<file path="src/rtl/matrix_scan_driver_pkg.sv">
// Shared constants and types for the 7x5 LED matrix column scanner.
package matrix_pkg;
  localparam int MTX_ROWS = 7;
  localparam int MTX_COLS = 5;
  localparam int IDX_W    = 3;
  localparam logic [MTX_ROWS-1:0] PIX_OFF = 7'b1111111;

  // Width for the nominal 10000-tick slot; modules recompute it from their own parameter.
  localparam int TICKS_PER_COL_DEFAULT = 10000;
  localparam int CNT_W = $clog2(TICKS_PER_COL_DEFAULT);

  typedef logic [MTX_ROWS-1:0] col_pat_t;

  // Counter width able to hold 0..ticks-1 (never narrower than one bit).
  function automatic int cnt_width(input int ticks);
    return (ticks > 2) ? $clog2(ticks) : 1;
  endfunction
endpackage

</file>
<file path="src/rtl/matrix_scan_driver_if.sv">
// Pattern inputs and matrix drive outputs of the column scanner.
interface matrix_scan_if;
  import matrix_pkg::*;

  logic                  enable;
  col_pat_t              col1_in;
  col_pat_t              col2_in;
  col_pat_t              col3_in;
  col_pat_t              col4_in;
  col_pat_t              col5_in;
  logic [MTX_COLS-1:0]   col_en;
  col_pat_t              row_n;
  logic                  frame_start;

  // Upstream side: supplies patterns and enable, observes the drive.
  modport master (
    output enable, col1_in, col2_in, col3_in, col4_in, col5_in,
    input  col_en, row_n, frame_start
  );

  // Scanner side.
  modport slave (
    input  enable, col1_in, col2_in, col3_in, col4_in, col5_in,
    output col_en, row_n, frame_start
  );
endinterface

</file>
<file path="src/rtl/matrix_scan_driver_scan_tick_gen.sv">
// Slot tick counter and column index; both held at zero while disabled.
module scan_tick_gen
  import matrix_pkg::*;
#(
  parameter int TICKS_PER_COL = 10000,
  parameter int CW            = cnt_width(TICKS_PER_COL)
) (
  input  logic             clk,
  input  logic             rst,
  input  logic             enable,
  output logic [CW-1:0]    cnt,
  output logic [IDX_W-1:0] idx,
  output logic             slot_first
);
  localparam logic [CW-1:0]    CNT_LAST = CW'(TICKS_PER_COL - 1);
  localparam logic [IDX_W-1:0] IDX_LAST = IDX_W'(MTX_COLS - 1);

  logic [CW-1:0]    cnt_q, cnt_d;
  logic [IDX_W-1:0] idx_q, idx_d;

  // Next count: advance within the slot, step column at slot end, wrap after the last column.
  always_comb begin
    cnt_d = cnt_q;
    idx_d = idx_q;
    if (!enable) begin
      cnt_d = '0;
      idx_d = '0;
    end else if (cnt_q == CNT_LAST) begin
      cnt_d = '0;
      idx_d = (idx_q == IDX_LAST) ? '0 : idx_q + 1'b1;
    end else begin
      cnt_d = cnt_q + 1'b1;
    end
  end

  // Counter state registers.
  always_ff @(posedge clk) begin
    if (rst) begin
      cnt_q <= '0;
      idx_q <= '0;
    end else begin
      cnt_q <= cnt_d;
      idx_q <= idx_d;
    end
  end

  assign cnt        = cnt_q;
  assign idx        = idx_q;
  assign slot_first = (cnt_q == '0);
endmodule

</file>
<file path="src/rtl/matrix_scan_driver.sv">
// Column-multiplexed driver for a 7x5 LED matrix with frame-latched patterns
// and a blanking gap at the start of every column slot.
module matrix_scan_driver
  import matrix_pkg::*;
#(
  parameter int TICKS_PER_COL = 10000,
  parameter int BLANK_TICKS   = 500
) (
  input  logic          clk,
  input  logic          rst,
  matrix_scan_if.slave  bus
);
  localparam int CW = cnt_width(TICKS_PER_COL);

  logic [CW-1:0]    cnt;
  logic [IDX_W-1:0] idx;
  logic             slot_first;
  logic             shadow_load;

  col_pat_t col_in   [MTX_COLS];
  col_pat_t shadow_q [MTX_COLS];
  col_pat_t shadow_d [MTX_COLS];

  logic [MTX_COLS-1:0] col_en_q, col_en_d;
  col_pat_t            row_n_q, row_n_d;
  logic                frame_start_q, frame_start_d;

  scan_tick_gen #(
    .TICKS_PER_COL (TICKS_PER_COL),
    .CW            (CW)
  ) u_tick (
    .clk        (clk),
    .rst        (rst),
    .enable     (bus.enable),
    .cnt        (cnt),
    .idx        (idx),
    .slot_first (slot_first)
  );

  assign col_in[0] = bus.col1_in;
  assign col_in[1] = bus.col2_in;
  assign col_in[2] = bus.col3_in;
  assign col_in[3] = bus.col4_in;
  assign col_in[4] = bus.col5_in;

  // Patterns are latched only while idle or on the first tick of a frame, so a frame never tears.
  assign shadow_load = !bus.enable || (slot_first && (idx == '0));

  // Shadow bank next value: all columns captured together.
  always_comb begin
    for (int i = 0; i < MTX_COLS; i++) begin
      shadow_d[i] = shadow_load ? col_in[i] : shadow_q[i];
    end
  end

  for (genvar gi = 0; gi < MTX_COLS; gi++) begin : g_shadow
    // One shadow register per column, blank after reset.
    always_ff @(posedge clk) begin
      if (rst) shadow_q[gi] <= PIX_OFF;
      else     shadow_q[gi] <= shadow_d[gi];
    end
  end

  // Decode column drive from registered state; blank gap keeps old rows off the new column.
  always_comb begin
    col_en_d      = '0;
    row_n_d       = PIX_OFF;
    frame_start_d = 1'b0;
    if (bus.enable) begin
      frame_start_d = slot_first && (idx == '0);
      if (cnt >= CW'(BLANK_TICKS)) begin
        for (int i = 0; i < MTX_COLS; i++) begin
          if (idx == IDX_W'(i)) begin
            col_en_d[i] = 1'b1;
            row_n_d     = shadow_q[i];
          end
        end
      end
    end
  end

  // Output registers.
  always_ff @(posedge clk) begin
    if (rst) begin
      col_en_q      <= '0;
      row_n_q       <= PIX_OFF;
      frame_start_q <= 1'b0;
    end else begin
      col_en_q      <= col_en_d;
      row_n_q       <= row_n_d;
      frame_start_q <= frame_start_d;
    end
  end

  assign bus.col_en      = col_en_q;
  assign bus.row_n       = row_n_q;
  assign bus.frame_start = frame_start_q;
endmodule

</file>
<file path="src/flat_wrapper.sv">
// flat-port wrapper written by rule: the top's interface ports become plain ports
module matrix_scan_driver_flat import matrix_pkg::*;
#(
  parameter int TICKS_PER_COL = 10000,
  parameter int BLANK_TICKS   = 500
)
  (clk, rst, bus_enable, bus_col1_in, bus_col2_in, bus_col3_in, bus_col4_in, bus_col5_in, bus_col_en, bus_row_n, bus_frame_start);
  matrix_scan_if bus_i ();
  input  logic clk;
  input  logic rst;
  input wire logic [$bits(bus_i.enable)-1:0] bus_enable;
  input wire logic [$bits(bus_i.col1_in)-1:0] bus_col1_in;
  input wire logic [$bits(bus_i.col2_in)-1:0] bus_col2_in;
  input wire logic [$bits(bus_i.col3_in)-1:0] bus_col3_in;
  input wire logic [$bits(bus_i.col4_in)-1:0] bus_col4_in;
  input wire logic [$bits(bus_i.col5_in)-1:0] bus_col5_in;
  output wire logic [$bits(bus_i.col_en)-1:0] bus_col_en;
  output wire logic [$bits(bus_i.row_n)-1:0] bus_row_n;
  output wire logic [$bits(bus_i.frame_start)-1:0] bus_frame_start;
  assign bus_i.enable = bus_enable;
  assign bus_i.col1_in = bus_col1_in;
  assign bus_i.col2_in = bus_col2_in;
  assign bus_i.col3_in = bus_col3_in;
  assign bus_i.col4_in = bus_col4_in;
  assign bus_i.col5_in = bus_col5_in;
  assign bus_col_en = bus_i.col_en;
  assign bus_row_n = bus_i.row_n;
  assign bus_frame_start = bus_i.frame_start;
  matrix_scan_driver #(.TICKS_PER_COL(TICKS_PER_COL), .BLANK_TICKS(BLANK_TICKS)) u_core (.clk(clk), .rst(rst), .bus(bus_i));
endmodule
</file>
<file path="config.mk">
export PLATFORM = sky130hd
export DESIGN_NAME = matrix_scan_driver_flat
export DESIGN_NICKNAME = d
export VERILOG_FILES = /design/src/rtl/matrix_scan_driver_pkg.sv /design/src/rtl/matrix_scan_driver_if.sv /design/src/rtl/matrix_scan_driver_scan_tick_gen.sv /design/src/rtl/matrix_scan_driver.sv /design/src/flat_wrapper.sv
export SDC_FILE = /design/constraint.sdc
export NUM_CORES = 1
export LEC_CHECK = 0
export ABC_AREA = 1
export CAP_MARGIN = 20
export CORE_MARGIN = 4
export CORE_UTILIZATION = 48
export DETAILED_ROUTE_END_ITERATION = 12
export GPL_ROUTABILITY_DRIVEN = 0
export GPL_TIMING_DRIVEN = 1
export HOLD_SLACK_MARGIN = 0.02
export PLACE_DENSITY = 0.82
export SLEW_MARGIN = 20
export SYNTH_ARGS = -nofsm -noshare
export SYNTH_HDL_FRONTEND = slang
export SYNTH_HIERARCHICAL = 1
export SYNTH_SLANG_ARGS = --single-unit
</file>
<file path="constraint.sdc">
create_clock -name clk -period 1.47 [get_ports clk]
set_input_delay 0.2205 -clock clk [delete_from_list [all_inputs] [get_ports clk]]
set_output_delay 0.2205 -clock clk [all_outputs]
set_load 0.1 [all_outputs]
</file>
Word-level counts from Yosys, hierarchy flattened --
Memories as Yosys holds them, arrays and structs flattened. Index checks and enable logic that the tools add are counted.
Operators by class: bitwise operators 7, muxes and demuxes 24, add/subtract/negate cells 2, reduce and logical (&&, ||, !) cells 8, order comparisons 1, equal/unequal tests 5
Operator list (count):
- $mux 7 | 15
- $add 14x1->14 const B | 1
- $eq 14x14->1 const B | 1
- $ge 14x9->1 const B | 1
- $logic_not 14->1 | 1
- $mux 1 | 8
- $eq 3x2->1 const B | 2
- $reduce_or 3->1 | 2
- $or 1x1->1 | 5
- $add 3x1->3 const B | 1
- $eq 3x1->1 const B | 1
- $eq 3x3->1 const B | 1
- $logic_not 3->1 | 1
- $mux 3 | 1
- $not 1->1 | 2
- $reduce_or 2->1 | 1
- $logic_and 1x1->1 | 1
- $logic_not 1->1 | 1
- $logic_or 1x1->1 | 1
Word-level totals: output and inout bits 13, memories 1, input bits 38, bits in writable memories 35, register bits 30
Memories:
- u_core.shadow_q | depth 5, bits a word 7, rd ports 5, clocked after memory_dff 0, wr ports 5, line matrix_scan_driver.sv:21 | col_pat_t shadow_q [MTX_COLS];

Longest topological paths before layout --
Gate-level depths: netlist (run 1).
word-level depth 6, gate-level depth with buffers 9

Hierarchy --
Netlist (run 1), hierarchy kept.
By module, submodules not included:
- matrix_scan_driver | cells each 304, instances 1, area an instance 2122.0 um^2
- scan_tick_gen | cells each 141, instances 1, area an instance 944.7 um^2

Worst setup path after synthesis (run 1) --
Ideal clock, no wire load.
kind register -> register, from register u_core.u_tick.cnt_q[0], in the netlist u_core/u_tick/cnt[0], to memory u_core/shadow_q[1][0] (netlist bit), data required time 1.336 ns, period minus slack after synthesis 1.494 ns, path slack -0.024 ns, arrival time 1.361 ns, buffers on the path 1, stages on the path, launching flop included 9, path through dfxtp_1 -> inv_1 -> ha_1 -> nand3_1 -> nor3_1 -> nand2_4 -> buf_2 -> nand3_1 -> nand3_1
RTL lines:
- start: declaration | line matrix_scan_driver_scan_tick_gen.sv:18 | logic [CW-1:0] cnt_q, cnt_d;
- start signal: assignment | line matrix_scan_driver_scan_tick_gen.sv:42 | cnt_q <= cnt_d;
- end: declaration | line matrix_scan_driver.sv:21

==> results of run 1 <==
power by group through the flow:
stage,registers [mW],logic (mW),clock network [mW]
global placement,1.92,0.422,0
floorplan,1.92,0.213,0
CTS,1.88,0.435,1.90
global route,1.89,0.552,1.99
detailed placement,1.92,0.428,0
finish,1.88,0.510,1.89
worst register-to-register path, cell delays in order, from the launching register on:
cell and delay (ns):
sky130_fd_sc_hd__dfxtp_1 0.32, sky130_fd_sc_hd__nor2_1 0.11, sky130_fd_sc_hd__nand2_1 0.14, sky130_fd_sc_hd__nor3_4 0.25
sky130_fd_sc_hd__nand2_4 0.16, sky130_fd_sc_hd__nand2_8 0.15, sky130_fd_sc_hd__clkbuf_16 0.17, sky130_fd_sc_hd__nand2_2 0.05
sky130_fd_sc_hd__nand3_1 0.07
layout by cell type, fill, tap and decap left out, types with 5 or more instances in the layout:
| cell | netlist | routed |
|---|---|---|
| sky130_fd_sc_hd__nand4_1 | 5 | 5 |
| sky130_fd_sc_hd__dfxtp_2 | 0 | 5 |
| sky130_fd_sc_hd__nor2_2 | 4 | 6 |
| sky130_fd_sc_hd__buf_4 | 0 | 20 |
| sky130_fd_sc_hd__a21oi_1 | 7 | 7 |
| sky130_fd_sc_hd__clkdlybuf4s50_1 | 0 | 37 |
| sky130_fd_sc_hd__clkbuf_8 | 0 | 9 |
| sky130_fd_sc_hd__inv_2 | 3 | 6 |
| sky130_fd_sc_hd__nor2_1 | 70 | 67 |
| sky130_fd_sc_hd__nand2_2 | 3 | 18 |
| sky130_fd_sc_hd__inv_1 | 43 | 40 |
| sky130_fd_sc_hd__buf_12 | 0 | 19 |
| sky130_fd_sc_hd__nand3_1 | 103 | 101 |
| sky130_fd_sc_hd__nand2_1 | 103 | 87 |
| sky130_fd_sc_hd__dfxtp_1 | 65 | 60 |
logic make-up after synthesis:
group | after synthesis | share of synthesized area
adders and majority gates | 4 | 0.0163
AOI/OAI and AO/OA | 10 | 0.0175
DFF | 65 | 0.424
xor gates and xnor gates | 5 | 0.0143
buffers and inverters | 62 | 0.0877
and+or+nand+nor | 299 | 0.440
sequential cells by signal (all words and copies together) (netlist names):
register / flops
u_core/u_tick/cnt: 14
u_core/shadow_q: 35
u_core/u_tick/idx: 3
u_core/bus.col_en: 5
u_core/bus.row_n: 7
u_core/bus.frame_start: 1
stage by stage:
| step | instance area [µm²] | total power [mW] | setup slack (ns) | hold slack [ns] | TNS (ns) |
|---|---|---|---|---|---|
| after detailed placement | 3980 | 2.34 | -0.0681 | 0.484 | -0.424 |
| after CTS | 4240 | 4.21 | 0.0359 | 0.425 | 0 |
| final | 4440 | 4.28 | -0.000545 | 0.432 | -0.000545 |
| after global routing | 4440 | 4.43 | -0.0574 | 0.447 | -1.25 |
| after global placement | 3980 | 2.34 | -0.0173 | 0.482 | -0.0721 |
| after floorplan | 3070 | 2.13 | 0.0577 | 0.291 | 0 |
area by class of cell:
cell class / instances / area share
timing repair buffer: 80 / 0.223
sequential: 65 / 0.295
tap: 75 / 0.0212
clock buffer: 9 / 0.0279
clock inverter: 7 / 0.0282
multi-input combinational: 319 / 0.366
inverter: 47 / 0.0398
how the worst min path moves through the flow:
stage,startpoint,to,slack (ns),cells after the start
finish,bus_col4_in[5],u_core/shadow_q[3][5],0.43,3
detailed placement,u_core/shadow_q[1][1],u_core/shadow_q[1][1],0.48,2
floorplan,rst,u_core/bus.frame_start,0.29,1
CTS,bus_col2_in[6],u_core/shadow_q[1][6],0.42,3
global route,bus_col3_in[5],u_core/shadow_q[2][5],0.45,3
global placement,u_core/u_tick/cnt[12],u_core/u_tick/cnt[12],0.48,2
layer usage:
layer,track usage,vias to the layer above,wire length (µm)
li1,-,1576,-
met1,0.284,1513,3690
met2,0.363,199,4300
met3,0.0564,32,787
met4,0.0656,0,251
met5,0,-,0
what timing repair did:
item	in CTS	in global routing
endpoints found under the setup margin	12	52
gates resized for setup	1	39
gates cloned	0	4
pin swaps	1	7
==> metrics.txt, run 1 <==
# TYPE chip_impl_metric gauge
chip_impl_metric{name="grt_overflow_total",unit=""} 0
chip_impl_metric{name="post-cts-setup-buffers",unit=""} 0
chip_impl_info{name="critical_path.cell_chain",value="nor2_1, nand2_1, nor3_4, nand2_4, nand2_8, clkbuf_16, nand2_2, nand3_1"} 1
chip_impl_metric{name="finalSetupViolCount",unit=""} 1
chip_impl_metric{name="layoutNonFillerInstCount",unit=""} 602
chip_impl_info{name="crit_path_start",value="u_core/u_tick/cnt[7]"} 1
chip_impl_info{name="setup.worst_path.end_class",value="flip-flop"} 1
chip_impl_metric{name="reg2reg_slack",unit="ns"} -0.0005
chip_impl_metric{name="drcViolationCount",unit=""} 0
chip_impl_metric{name="worstSetupPathDepth",unit=""} 8
chip_impl_metric{name="syn_nets",unit=""} 487
chip_impl_info{name="clock_tree_from_tritoncts",value="yes"} 1
chip_impl_metric{name="power_density",unit="nW/µm²"} 965
chip_impl_metric{name="vdd.ir_drop.worst",unit="µV"} 699
chip_impl_metric{name="min_period_over_period",unit=""} 1.00
chip_impl_metric{name="comb_power_share",unit=""} 0.119
chip_impl_metric{name="synthCells",unit=""} 445
chip_impl_metric{name="post-route-worst-setup-slack",unit="ns"} -0.000545
chip_impl_info{name="setup_repair_after_global_routing_missed_its_margin",value="true"} 1
chip_impl_metric{name="dpl_cells",unit=""} 582
chip_impl_info{name="regToRegStartpoint",value="u_core/u_tick/cnt[7]"} 1
chip_impl_metric{name="finalWirelength",unit="mm"} 9.03
chip_impl_info{name="crit_end",value="u_core/shadow_q[2][4]"} 1
chip_impl_metric{name="ys_seq_elements",unit=""} 65
chip_impl_metric{name="detail_route.iter0.violations",unit=""} 436
chip_impl_metric{name="filler_cell_count",unit=""} 407
chip_impl_metric{name="critical_path.max_stage_delay",unit="ns"} 0.32
chip_impl_metric{name="io_pins",unit=""} 51
chip_impl_metric{name="mappedNetlistArea",unit="µm²"} 3070
chip_impl_metric{name="edff_count_synth",unit=""} 0
chip_impl_metric{name="worst_setup_hold_path_clk_slew",unit="ns"} 0.08
chip_impl_metric{name="gr-usage-all-layers",unit=""} 0.220
chip_impl_metric{name="port_buffers",unit=""} 50
chip_impl_info{name="setup.worst_path.class",value="flip-flop to flip-flop"} 1
chip_impl_metric{name="die-height",unit="µm"} 87.9
chip_impl_metric{name="num-nets-final",unit=""} 564
chip_impl_metric{name="worst-path-max-fanout",unit=""} 8
chip_impl_metric{name="clock.fmax",unit="MHz"} 680
chip_impl_metric{name="asyncSetResetFlopFracSynth",unit=""} 0
chip_impl_metric{name="max_cap_violations",unit=""} 0
chip_impl_metric{name="leakage",unit="nW"} 2.00
chip_impl_info{name="synth_flop_cell",value="sky130_fd_sc_hd__dfxtp_1"} 1
chip_impl_metric{name="cts_sinks",unit=""} 65
chip_impl_metric{name="sequentialPowerShare",unit=""} 0.440
chip_impl_metric{name="clock_power_share",unit=""} 0.441
chip_impl_info{name="cts_root_buf",value="sky130_fd_sc_hd__clkbuf_8"} 1
chip_impl_metric{name="tightest_slew",unit="ns"} 0.503
chip_impl_info{name="critical_path_source_type",value="flip-flop"} 1
chip_impl_info{name="synth.top_cells.by_area",value="sky130_fd_sc_hd__dfxtp_1 (42%), sky130_fd_sc_hd__nand3_1 (17%), sky130_fd_sc_hd__nand2_1 (13%)"} 1
chip_impl_metric{name="area_inside_the_core_boundary",unit="µm²"} 6060
chip_impl_info{name="worstReg2RegEnd",value="u_core/shadow_q[2][4]"} 1
chip_impl_metric{name="final_util",unit=""} 0.732
chip_impl_metric{name="via_count_of_the_first_global_routing_pass",unit=""} 3013
chip_impl_metric{name="die_area",unit="µm²"} 7730
chip_impl_metric{name="routed_via_density",unit=""} 5.51
chip_impl_metric{name="multi_input_area",unit="µm²"} 1620
chip_impl_info{name="synth_largest_area_cell",value="sky130_fd_sc_hd__dfxtp_1"} 1
chip_impl_metric{name="register_area",unit="µm²"} 1310
chip_impl_metric{name="postSynthAreaPerCell",unit="µm²"} 6.89
chip_impl_metric{name="yosysWarnings",unit=""} 6
chip_impl_metric{name="htree_levels",unit=""} 3
chip_impl_metric{name="postRouteAntennaNets",unit=""} 0
chip_impl_metric{name="grt_start_max_net_pins",unit=""} 36
chip_impl_metric{name="yosys.area.top_type_share",unit=""} 0.424
chip_impl_metric{name="drt-pass1-iter-count",unit=""} 6
chip_impl_metric{name="p_sw",unit="mW"} 1.04
chip_impl_metric{name="die_w",unit="µm"} 87.9
chip_impl_metric{name="slew_headroom",unit=""} 0.663
chip_impl_metric{name="synth.lib_cells_used.distinct",unit=""} 29
chip_impl_metric{name="cts_buffers",unit=""} 9
chip_impl_info{name="hold_path.class",value="primary input to flip-flop"} 1
chip_impl_metric{name="clock_insertion_delay_worst_skew",unit="ns"} 0.35
chip_impl_metric{name="area_delta_synth_final",unit="%"} 44.6
chip_impl_metric{name="antennaDiodeCount",unit=""} 0
chip_impl_info{name="run_status",value="finished, violations left"} 1
chip_impl_metric{name="final.min_clock_period",unit="ns"} 1.47
chip_impl_metric{name="start_util",unit=""} 0.506
chip_impl_info{name="crit_path_top_delay_cell",value="sky130_fd_sc_hd__dfxtp_1"} 1
chip_impl_metric{name="detailedPlacementHpwl",unit="mm"} 5.48
chip_impl_info{name="critical-path-top-delay-family",value="simple AND/OR/NAND/NOR gates"} 1
chip_impl_metric{name="hold_violations",unit=""} 0
chip_impl_metric{name="finClkSkew",unit="ns"} 0.0108
chip_impl_metric{name="grt_antenna_before_repair",unit=""} 0
chip_impl_metric{name="post_cts_hold_buffer_count",unit=""} 0
chip_impl_metric{name="drive_gt1_frac",unit=""} 0.214
chip_impl_metric{name="critical_path_buf_inv_count",unit=""} 1
chip_impl_metric{name="power.internal",unit="mW"} 3.24
chip_impl_metric{name="grt_first_pass_wirelength",unit="mm"} 13.5
chip_impl_metric{name="via_count",unit=""} 3320
chip_impl_metric{name="placementRows",unit=""} 28
chip_impl_metric{name="cts-root-to-sink-buffers",unit=""} 2
chip_impl_metric{name="worst-r2r-cell-count",unit=""} 8
chip_impl_info{name="most_common_library_cells_after_synthesis",value="sky130_fd_sc_hd__nand2_1 (103), sky130_fd_sc_hd__nand3_1 (103), sky130_fd_sc_hd__nor2_1 (70)"} 1
chip_impl_metric{name="maxSlewViolCount",unit=""} 0
chip_impl_metric{name="synth-seq-area-share",unit=""} 0.424
chip_impl_metric{name="sw_frac_of_total",unit=""} 0.242
chip_impl_metric{name="crit_required",unit="ns"} 1.76
chip_impl_metric{name="cp.arrival",unit="ns"} 1.76
chip_impl_metric{name="drt-wirelength-per-cell",unit="µm"} 15.0
chip_impl_info{name="failed_checks",value="negative setup slack"} 1
(Power assumes the default switching activity.)
==> run 2, diff against run 1 <==
Settings changed: REMOVE_ABC_BUFFERS set to 1.
==> metrics.txt, run 2 (synthesis results as in run 1) <==
# TYPE chip_impl_metric gauge
chip_impl_info{name="run_status",value="finished, violations left"} 1
chip_impl_info{name="failed_checks",value="negative setup slack"} 1
chip_impl_metric{name="slew_headroom",unit=""} 0.696
chip_impl_info{name="worstReg2RegEnd",value="u_core/shadow_q[2][3]"} 1
chip_impl_metric{name="die_w",unit="µm"} 87.9
chip_impl_metric{name="layoutNonFillerInstCount",unit=""} 610
chip_impl_metric{name="clock_insertion_delay_worst_skew",unit="ns"} 0.35
chip_impl_metric{name="cts-root-to-sink-buffers",unit=""} 2
chip_impl_metric{name="drcViolationCount",unit=""} 0
chip_impl_info{name="critical_path_source_type",value="flip-flop"} 1
chip_impl_metric{name="min_period_over_period",unit=""} 1.07
chip_impl_metric{name="postRouteAntennaNets",unit=""} 0
chip_impl_info{name="hold_path.class",value="primary input to flip-flop"} 1
chip_impl_metric{name="grt_start_max_net_pins",unit=""} 36
chip_impl_info{name="worst_hold_path.endpoint",value="u_core/shadow_q[0][6]"} 1
chip_impl_metric{name="grt_overflow_total",unit=""} 0
chip_impl_info{name="min-delay-start",value="bus_col1_in[6]"} 1
chip_impl_info{name="most_common_library_cell_in_the_layout_ignoring_fill_and_taps",value="sky130_fd_sc_hd__nand3_1"} 1
chip_impl_metric{name="placed_area",unit="µm²"} 3980
chip_impl_metric{name="worst-path-max-fanout",unit=""} 7
chip_impl_info{name="clock_tree_from_tritoncts",value="yes"} 1
chip_impl_metric{name="crit_required",unit="ns"} 1.70
chip_impl_metric{name="final_util",unit=""} 0.751
chip_impl_metric{name="drive_gt1_frac",unit=""} 0.241
chip_impl_metric{name="cp.arrival",unit="ns"} 1.80
chip_impl_info{name="setup_repair_after_global_routing_missed_its_margin",value="true"} 1
chip_impl_metric{name="port_buffers",unit=""} 50
chip_impl_metric{name="routed_via_density",unit=""} 5.55
chip_impl_info{name="setup.worst_path.end_class",value="flip-flop"} 1
chip_impl_metric{name="grt_first_pass_wirelength",unit="mm"} 12.9
chip_impl_metric{name="tightest_slew",unit="ns"} 0.455
chip_impl_info{name="final_cell_mix",value="sky130_fd_sc_hd__nand3_1 (90), sky130_fd_sc_hd__nand2_1 (83), sky130_fd_sc_hd__nor2_1 (70), sky130_fd_sc_hd__dfxtp_1 (62), sky130_fd_sc_hd__inv_1 (41)"} 1
chip_impl_metric{name="post-route-worst-setup-slack",unit="ns"} -0.103
chip_impl_metric{name="finalInstanceArea",unit="µm²"} 4550
chip_impl_metric{name="detail_route.iter0.violations",unit=""} 416
chip_impl_metric{name="area_delta_synth_final",unit="%"} 48.3
chip_impl_metric{name="leakage",unit="nW"} 2.05
chip_impl_metric{name="die-height",unit="µm"} 87.9
chip_impl_metric{name="vdd.ir_drop.worst",unit="µV"} 706
chip_impl_metric{name="num-nets-final",unit=""} 572
chip_impl_metric{name="htree_levels",unit=""} 3
chip_impl_metric{name="worst-r2r-cell-count",unit=""} 9
chip_impl_metric{name="finalWirelength",unit="mm"} 9.46
chip_impl_metric{name="placementRows",unit=""} 28
chip_impl_info{name="setup.worst_path.class",value="flip-flop to flip-flop"} 1
chip_impl_metric{name="drt-pass1-iter-count",unit=""} 5
chip_impl_metric{name="power_density",unit="nW/µm²"} 953
chip_impl_metric{name="dpl_cells",unit=""} 588
chip_impl_metric{name="final.min_clock_period",unit="ns"} 1.57
chip_impl_metric{name="detailedPlacementHpwl",unit="mm"} 5.74
chip_impl_info{name="regToRegStartpoint",value="u_core/u_tick/cnt[1]"} 1
chip_impl_metric{name="via_count",unit=""} 3387
chip_impl_metric{name="maxSlewViolCount",unit=""} 0
chip_impl_metric{name="cts_sinks",unit=""} 65
chip_impl_metric{name="totalPowerFinal",unit="mW"} 4.33
chip_impl_metric{name="grt_antenna_before_repair",unit=""} 0
chip_impl_metric{name="die_area",unit="µm²"} 7730
chip_impl_info{name="register_containing_the_most_flip_flops_in_the_final_layout",value="u_core/shadow_q"} 1
chip_impl_metric{name="gr-usage-all-layers",unit=""} 0.213
chip_impl_metric{name="cts_buffers",unit=""} 9
chip_impl_metric{name="reg2reg_slack",unit="ns"} -0.10
chip_impl_metric{name="finalSetupViolCount",unit=""} 34
chip_impl_metric{name="post-cts-setup-buffers",unit=""} 0
chip_impl_metric{name="hold-worst-slack",unit="ns"} 0.420
chip_impl_metric{name="max_cap_violations",unit=""} 0
chip_impl_metric{name="max_ffs_per_register",unit=""} 35
chip_impl_metric{name="clock.fmax",unit="MHz"} 636
chip_impl_metric{name="via_count_of_the_first_global_routing_pass",unit=""} 2962
chip_impl_metric{name="start_util",unit=""} 0.506
chip_impl_metric{name="hold_violations",unit=""} 0
chip_impl_metric{name="area_inside_the_core_boundary",unit="µm²"} 6060
chip_impl_metric{name="drt-wirelength-per-cell",unit="µm"} 15.5
chip_impl_info{name="cts_root_buf",value="sky130_fd_sc_hd__clkbuf_8"} 1
chip_impl_metric{name="worst_setup_hold_path_clk_slew",unit="ns"} 0.08
chip_impl_metric{name="finClkSkew",unit="ns"} 0.0133
chip_impl_metric{name="number_of_cells_on_the_worst_hold_path",unit=""} 3
chip_impl_metric{name="filler_cell_count",unit=""} 405
chip_impl_metric{name="antennaDiodeCount",unit=""} 0
chip_impl_metric{name="io_pins",unit=""} 51
[run 2: critical path: stages, from the launching register on]
cell and delay, ns:
sky130_fd_sc_hd__dfxtp_2 0.32, sky130_fd_sc_hd__inv_2 0.06, sky130_fd_sc_hd__ha_4 0.13, sky130_fd_sc_hd__nand3_2 0.08, sky130_fd_sc_hd__nor3_2 0.20, sky130_fd_sc_hd__buf_4 0.17
sky130_fd_sc_hd__nand2_8 0.10, sky130_fd_sc_hd__clkbuf_16 0.20, sky130_fd_sc_hd__nand3_1 0.09, sky130_fd_sc_hd__nand3_1 0.11
[run 2: routing by layer]
layer  routed length, µm  global-route usage
met5                   0                   0
met4                 361               0.103
met3                 814              0.0348
met2                4710               0.366
met1                3580               0.258
[run 2: worst max path at each step]
stage,start,to,slack (ns)
floorplan,u_core/u_tick/cnt[0],u_core/shadow_q[0][0],-0.18
global placement,u_core/u_tick/cnt[0],u_core/shadow_q[2][0],-0.03
detailed placement,u_core/u_tick/cnt[0],u_core/shadow_q[4][6],-0.11
finish,u_core/u_tick/cnt[1],u_core/shadow_q[2][3],-0.10
global route,u_core/u_tick/cnt[1],u_core/shadow_q[2][3],-0.12
CTS,u_core/u_tick/cnt[0],u_core/shadow_q[4][6],-0.02
[run 2: what timing repair did]
item	CTS	global route
hold buffers	0	0
pin swaps	1	5
gates cloned	0	6
endpoints found under the setup margin	36	55
resized for setup	4	52
[run 2: cell type report]
type / count / area [µm²] / share of cell area
clock inverters: 6 / 115 / 0.0253
repair buffers: 87 / 1030 / 0.226
flip-flops and latches: 65 / 1310 / 0.287
well taps: 75 / 93.8 / 0.0206
inverters: 47 / 176 / 0.0388
clock buffers: 10 / 138 / 0.0303
multi-input cells: 320 / 1690 / 0.372
[run 2: per-stage QoR]
stage	TNS, ns	setup WS [ns]
final	-1.71	-0.103
after global routing	-2.95	-0.120
after CTS	-0.0406	-0.0192
after detailed placement	-2.84	-0.112
after global placement	-0.485	-0.0270
after floorplan	-6.40	-0.183
[run 2: power breakdown]
group	total, mW	internal [mW]	switching (mW)	leakage, nW
Sequential	1.89	1.84	0.0480	0.536
Combinational	0.545	0.272	0.273	1.39
Clock	1.90	1.18	0.726	0.123
Total	4.33	3.29	1.05	2.05
==> run 3, diff against run 2 <==
Settings changed: GPL_ROUTABILITY_DRIVEN 0 to unset, SKIP_LAST_GASP set to 1.
==> metrics.txt, run 3 (synthesis results as in run 1) <==
# TYPE chip_impl_metric gauge
chip_impl_info{name="hold_path.class",value="primary input to flip-flop"} 1
chip_impl_metric{name="finalSetupViolCount",unit=""} 34
chip_impl_metric{name="max_cap_violations",unit=""} 0
chip_impl_metric{name="maxSlewViolCount",unit=""} 0
chip_impl_metric{name="drt-wirelength-per-cell",unit="µm"} 15.4
chip_impl_metric{name="via_count",unit=""} 3349
chip_impl_metric{name="via_count_of_the_first_global_routing_pass",unit=""} 2962
chip_impl_info{name="register_containing_the_most_flip_flops_in_the_final_layout",value="u_core/shadow_q"} 1
chip_impl_metric{name="final.min_clock_period",unit="ns"} 1.59
chip_impl_metric{name="slew_headroom",unit=""} 0.708
chip_impl_metric{name="multi_input_area",unit="µm²"} 1690
chip_impl_metric{name="finalWirelength",unit="mm"} 9.41
chip_impl_metric{name="start_util",unit=""} 0.506
chip_impl_metric{name="number_of_cells_on_the_worst_hold_path",unit=""} 3
chip_impl_metric{name="post_cts_hold_buffer_count",unit=""} 0
chip_impl_metric{name="reg2reg_slack",unit="ns"} -0.12
chip_impl_metric{name="clock.fmax",unit="MHz"} 629
chip_impl_metric{name="filler_cell_count",unit=""} 406
chip_impl_metric{name="power_density",unit="nW/µm²"} 954
chip_impl_info{name="setup.worst_path.class",value="flip-flop to flip-flop"} 1
chip_impl_info{name="most_common_library_cell_in_the_layout_ignoring_fill_and_taps",value="sky130_fd_sc_hd__nand3_1"} 1
chip_impl_info{name="clock_tree_from_tritoncts",value="yes"} 1
chip_impl_metric{name="area_delta_synth_final",unit="%"} 48.1
chip_impl_metric{name="die_area",unit="µm²"} 7730
chip_impl_metric{name="grt_antenna_before_repair",unit=""} 0
chip_impl_metric{name="grt_start_max_net_pins",unit=""} 36
chip_impl_metric{name="placementRows",unit=""} 28
chip_impl_metric{name="worst-path-max-fanout",unit=""} 6
chip_impl_info{name="run_status",value="finished, violations left"} 1
chip_impl_metric{name="drt-pass1-iter-count",unit=""} 6
chip_impl_metric{name="crit_required",unit="ns"} 1.76
chip_impl_metric{name="worst-r2r-cell-count",unit=""} 10
chip_impl_info{name="min-delay-start",value="bus_col1_in[6]"} 1
chip_impl_info{name="setup.worst_path.end_class",value="flip-flop"} 1
chip_impl_metric{name="hold_violations",unit=""} 0
chip_impl_metric{name="place.gp.congestion",unit=""} 0.871
chip_impl_metric{name="io_pins",unit=""} 51
chip_impl_metric{name="leakage",unit="nW"} 2.05
chip_impl_metric{name="cp.arrival",unit="ns"} 1.88
chip_impl_info{name="crit_path_start",value="u_core/u_tick/cnt[1]"} 1
chip_impl_info{name="final_cell_mix",value="sky130_fd_sc_hd__nand3_1 (90), sky130_fd_sc_hd__nand2_1 (84), sky130_fd_sc_hd__nor2_1 (70), sky130_fd_sc_hd__dfxtp_1 (62), sky130_fd_sc_hd__inv_1 (41)"} 1
chip_impl_metric{name="grt_util_met3",unit=""} 0.0348
chip_impl_metric{name="postRouteAntennaNets",unit=""} 0
chip_impl_metric{name="cts-root-to-sink-buffers",unit=""} 2
chip_impl_metric{name="cts_sinks",unit=""} 65
chip_impl_metric{name="die-height",unit="µm"} 87.9
chip_impl_metric{name="finalInstanceArea",unit="µm²"} 4540
chip_impl_metric{name="grt_first_pass_wirelength",unit="mm"} 12.9
chip_impl_metric{name="htree_levels",unit=""} 3
chip_impl_info{name="worst_hold_path.endpoint",value="u_core/shadow_q[0][6]"} 1
chip_impl_metric{name="met2_usage",unit=""} 0.366
chip_impl_metric{name="clock_insertion_delay_worst_skew",unit="ns"} 0.35
chip_impl_metric{name="register_area",unit="µm²"} 1310
chip_impl_metric{name="drive_gt1_frac",unit=""} 0.239
chip_impl_metric{name="vdd.ir_drop.worst",unit="µV"} 703
chip_impl_metric{name="globalRouteMet1Util",unit=""} 0.258
chip_impl_metric{name="worst_setup_hold_path_clk_slew",unit="ns"} 0.08
chip_impl_metric{name="detail_route.iter0.violations",unit=""} 428
chip_impl_metric{name="grt_overflow_total",unit=""} 0
chip_impl_metric{name="placed_area",unit="µm²"} 3980
chip_impl_metric{name="area_inside_the_core_boundary",unit="µm²"} 6060
chip_impl_info{name="grt.busiest_layer",value="met2"} 1
chip_impl_metric{name="post-cts-setup-buffers",unit=""} 0
chip_impl_metric{name="detailedPlacementHpwl",unit="mm"} 5.74
chip_impl_metric{name="hold-worst-slack",unit="ns"} 0.420
chip_impl_metric{name="gr-usage-all-layers",unit=""} 0.213
chip_impl_metric{name="finClkSkew",unit="ns"} 0.0147
chip_impl_metric{name="port_buffers",unit=""} 50
chip_impl_metric{name="die_w",unit="µm"} 87.9
chip_impl_metric{name="num-nets-final",unit=""} 572
chip_impl_info{name="setup_repair_after_global_routing_missed_its_margin",value="true"} 1
chip_impl_info{name="failed_checks",value="negative setup slack"} 1
chip_impl_metric{name="min_period_over_period",unit=""} 1.08
chip_impl_metric{name="routed_via_density",unit=""} 5.49
chip_impl_metric{name="antennaDiodeCount",unit=""} 0
chip_impl_metric{name="cts_buffers",unit=""} 9
chip_impl_metric{name="post-route-worst-setup-slack",unit="ns"} -0.119
chip_impl_metric{name="max_ffs_per_register",unit=""} 35
chip_impl_info{name="regToRegStartpoint",value="u_core/u_tick/cnt[1]"} 1
chip_impl_metric{name="tightest_slew",unit="ns"} 0.436
chip_impl_metric{name="drcViolationCount",unit=""} 0
chip_impl_info{name="critical_path_source_type",value="flip-flop"} 1
chip_impl_info{name="cts_root_buf",value="sky130_fd_sc_hd__clkbuf_8"} 1
chip_impl_info{name="worstReg2RegEnd",value="u_core/shadow_q[2][3]"} 1
run 3: cell types whose count changed in the layout (fill, tap and decap cells not counted):
cell / previous run / this run
sky130_fd_sc_hd__nand2_2: 21 / 20
sky130_fd_sc_hd__nand2_1: 83 / 84
sky130_fd_sc_hd__buf_12: 17 / 16
sky130_fd_sc_hd__buf_8: 1 / 2
run 3: worst max-delay path: stages (launching register included):
cell and delay, ns:
sky130_fd_sc_hd__dfxtp_2 0.32, sky130_fd_sc_hd__inv_2 0.06, sky130_fd_sc_hd__ha_4 0.13, sky130_fd_sc_hd__nand3_2 0.08, sky130_fd_sc_hd__nor3_2 0.20, sky130_fd_sc_hd__buf_4 0.17, sky130_fd_sc_hd__nand2_8 0.09, sky130_fd_sc_hd__nand2_8 0.15
sky130_fd_sc_hd__buf_12 0.14, sky130_fd_sc_hd__nand2_1 0.08, sky130_fd_sc_hd__nand3_1 0.10
run 3: worst max-delay path by stage:
stage / to / slack (ns) / cells past startpoint
global route: u_core/shadow_q[3][2] / -0.13 / 10
detailed placement: u_core/shadow_q[4][6] / -0.11 / 10
finish: u_core/shadow_q[2][3] / -0.12 / 10
global placement: u_core/shadow_q[2][0] / -0.03 / 10
floorplan: u_core/shadow_q[0][0] / -0.18 / 8
CTS: u_core/shadow_q[2][1] / -0.03 / 10
run 3: where the power goes:
part / internal [mW] / switching, mW
Clock: 1.18 / 0.731
Combinational: 0.269 / 0.271
Sequential: 1.84 / 0.0481
run 3: metrics by stage:
step	utilization	setup TNS (ns)	worst slack (ns)	cells	total power, mW
floorplan	-	-6.40	-0.183	430	2.10
global placement	0.657	-0.485	-0.0270	588	2.32
detailed placement	0.657	-2.84	-0.112	588	2.34
CTS	0.701	-0.0671	-0.0344	604	4.22
global route	0.749	-2.53	-0.128	610	4.44
finish	0.749	-1.79	-0.119	610	4.33
run 3: per-layer routing:
| layer | routed length (µm) | vias to the layer above |
|---|---|---|
| met5 | 0 | - |
| met4 | 279 | 0 |
| met3 | 795 | 29 |
| met2 | 4720 | 186 |
| met1 | 3620 | 1539 |
| li1 | - | 1595 |
run 3: layout make-up:
| cell class | count | share of cell area |
|---|---|---|
| Multi-Input combinational cell | 320 | 0.372 |
| Sequential cell | 65 | 0.287 |
| Timing Repair Buffer | 87 | 0.226 |
| Inverter | 47 | 0.0388 |
| Clock buffer | 10 | 0.0303 |
| Clock inverter | 6 | 0.0253 |
| Tap cell | 75 | 0.0207 |
run 3: timing repair:
action                                  in CTS  in global routing
gates resized for setup                      3                 51
pin swaps                                    1                  4
endpoints found under the setup margin      36                 55
gates cloned                                 0                  6
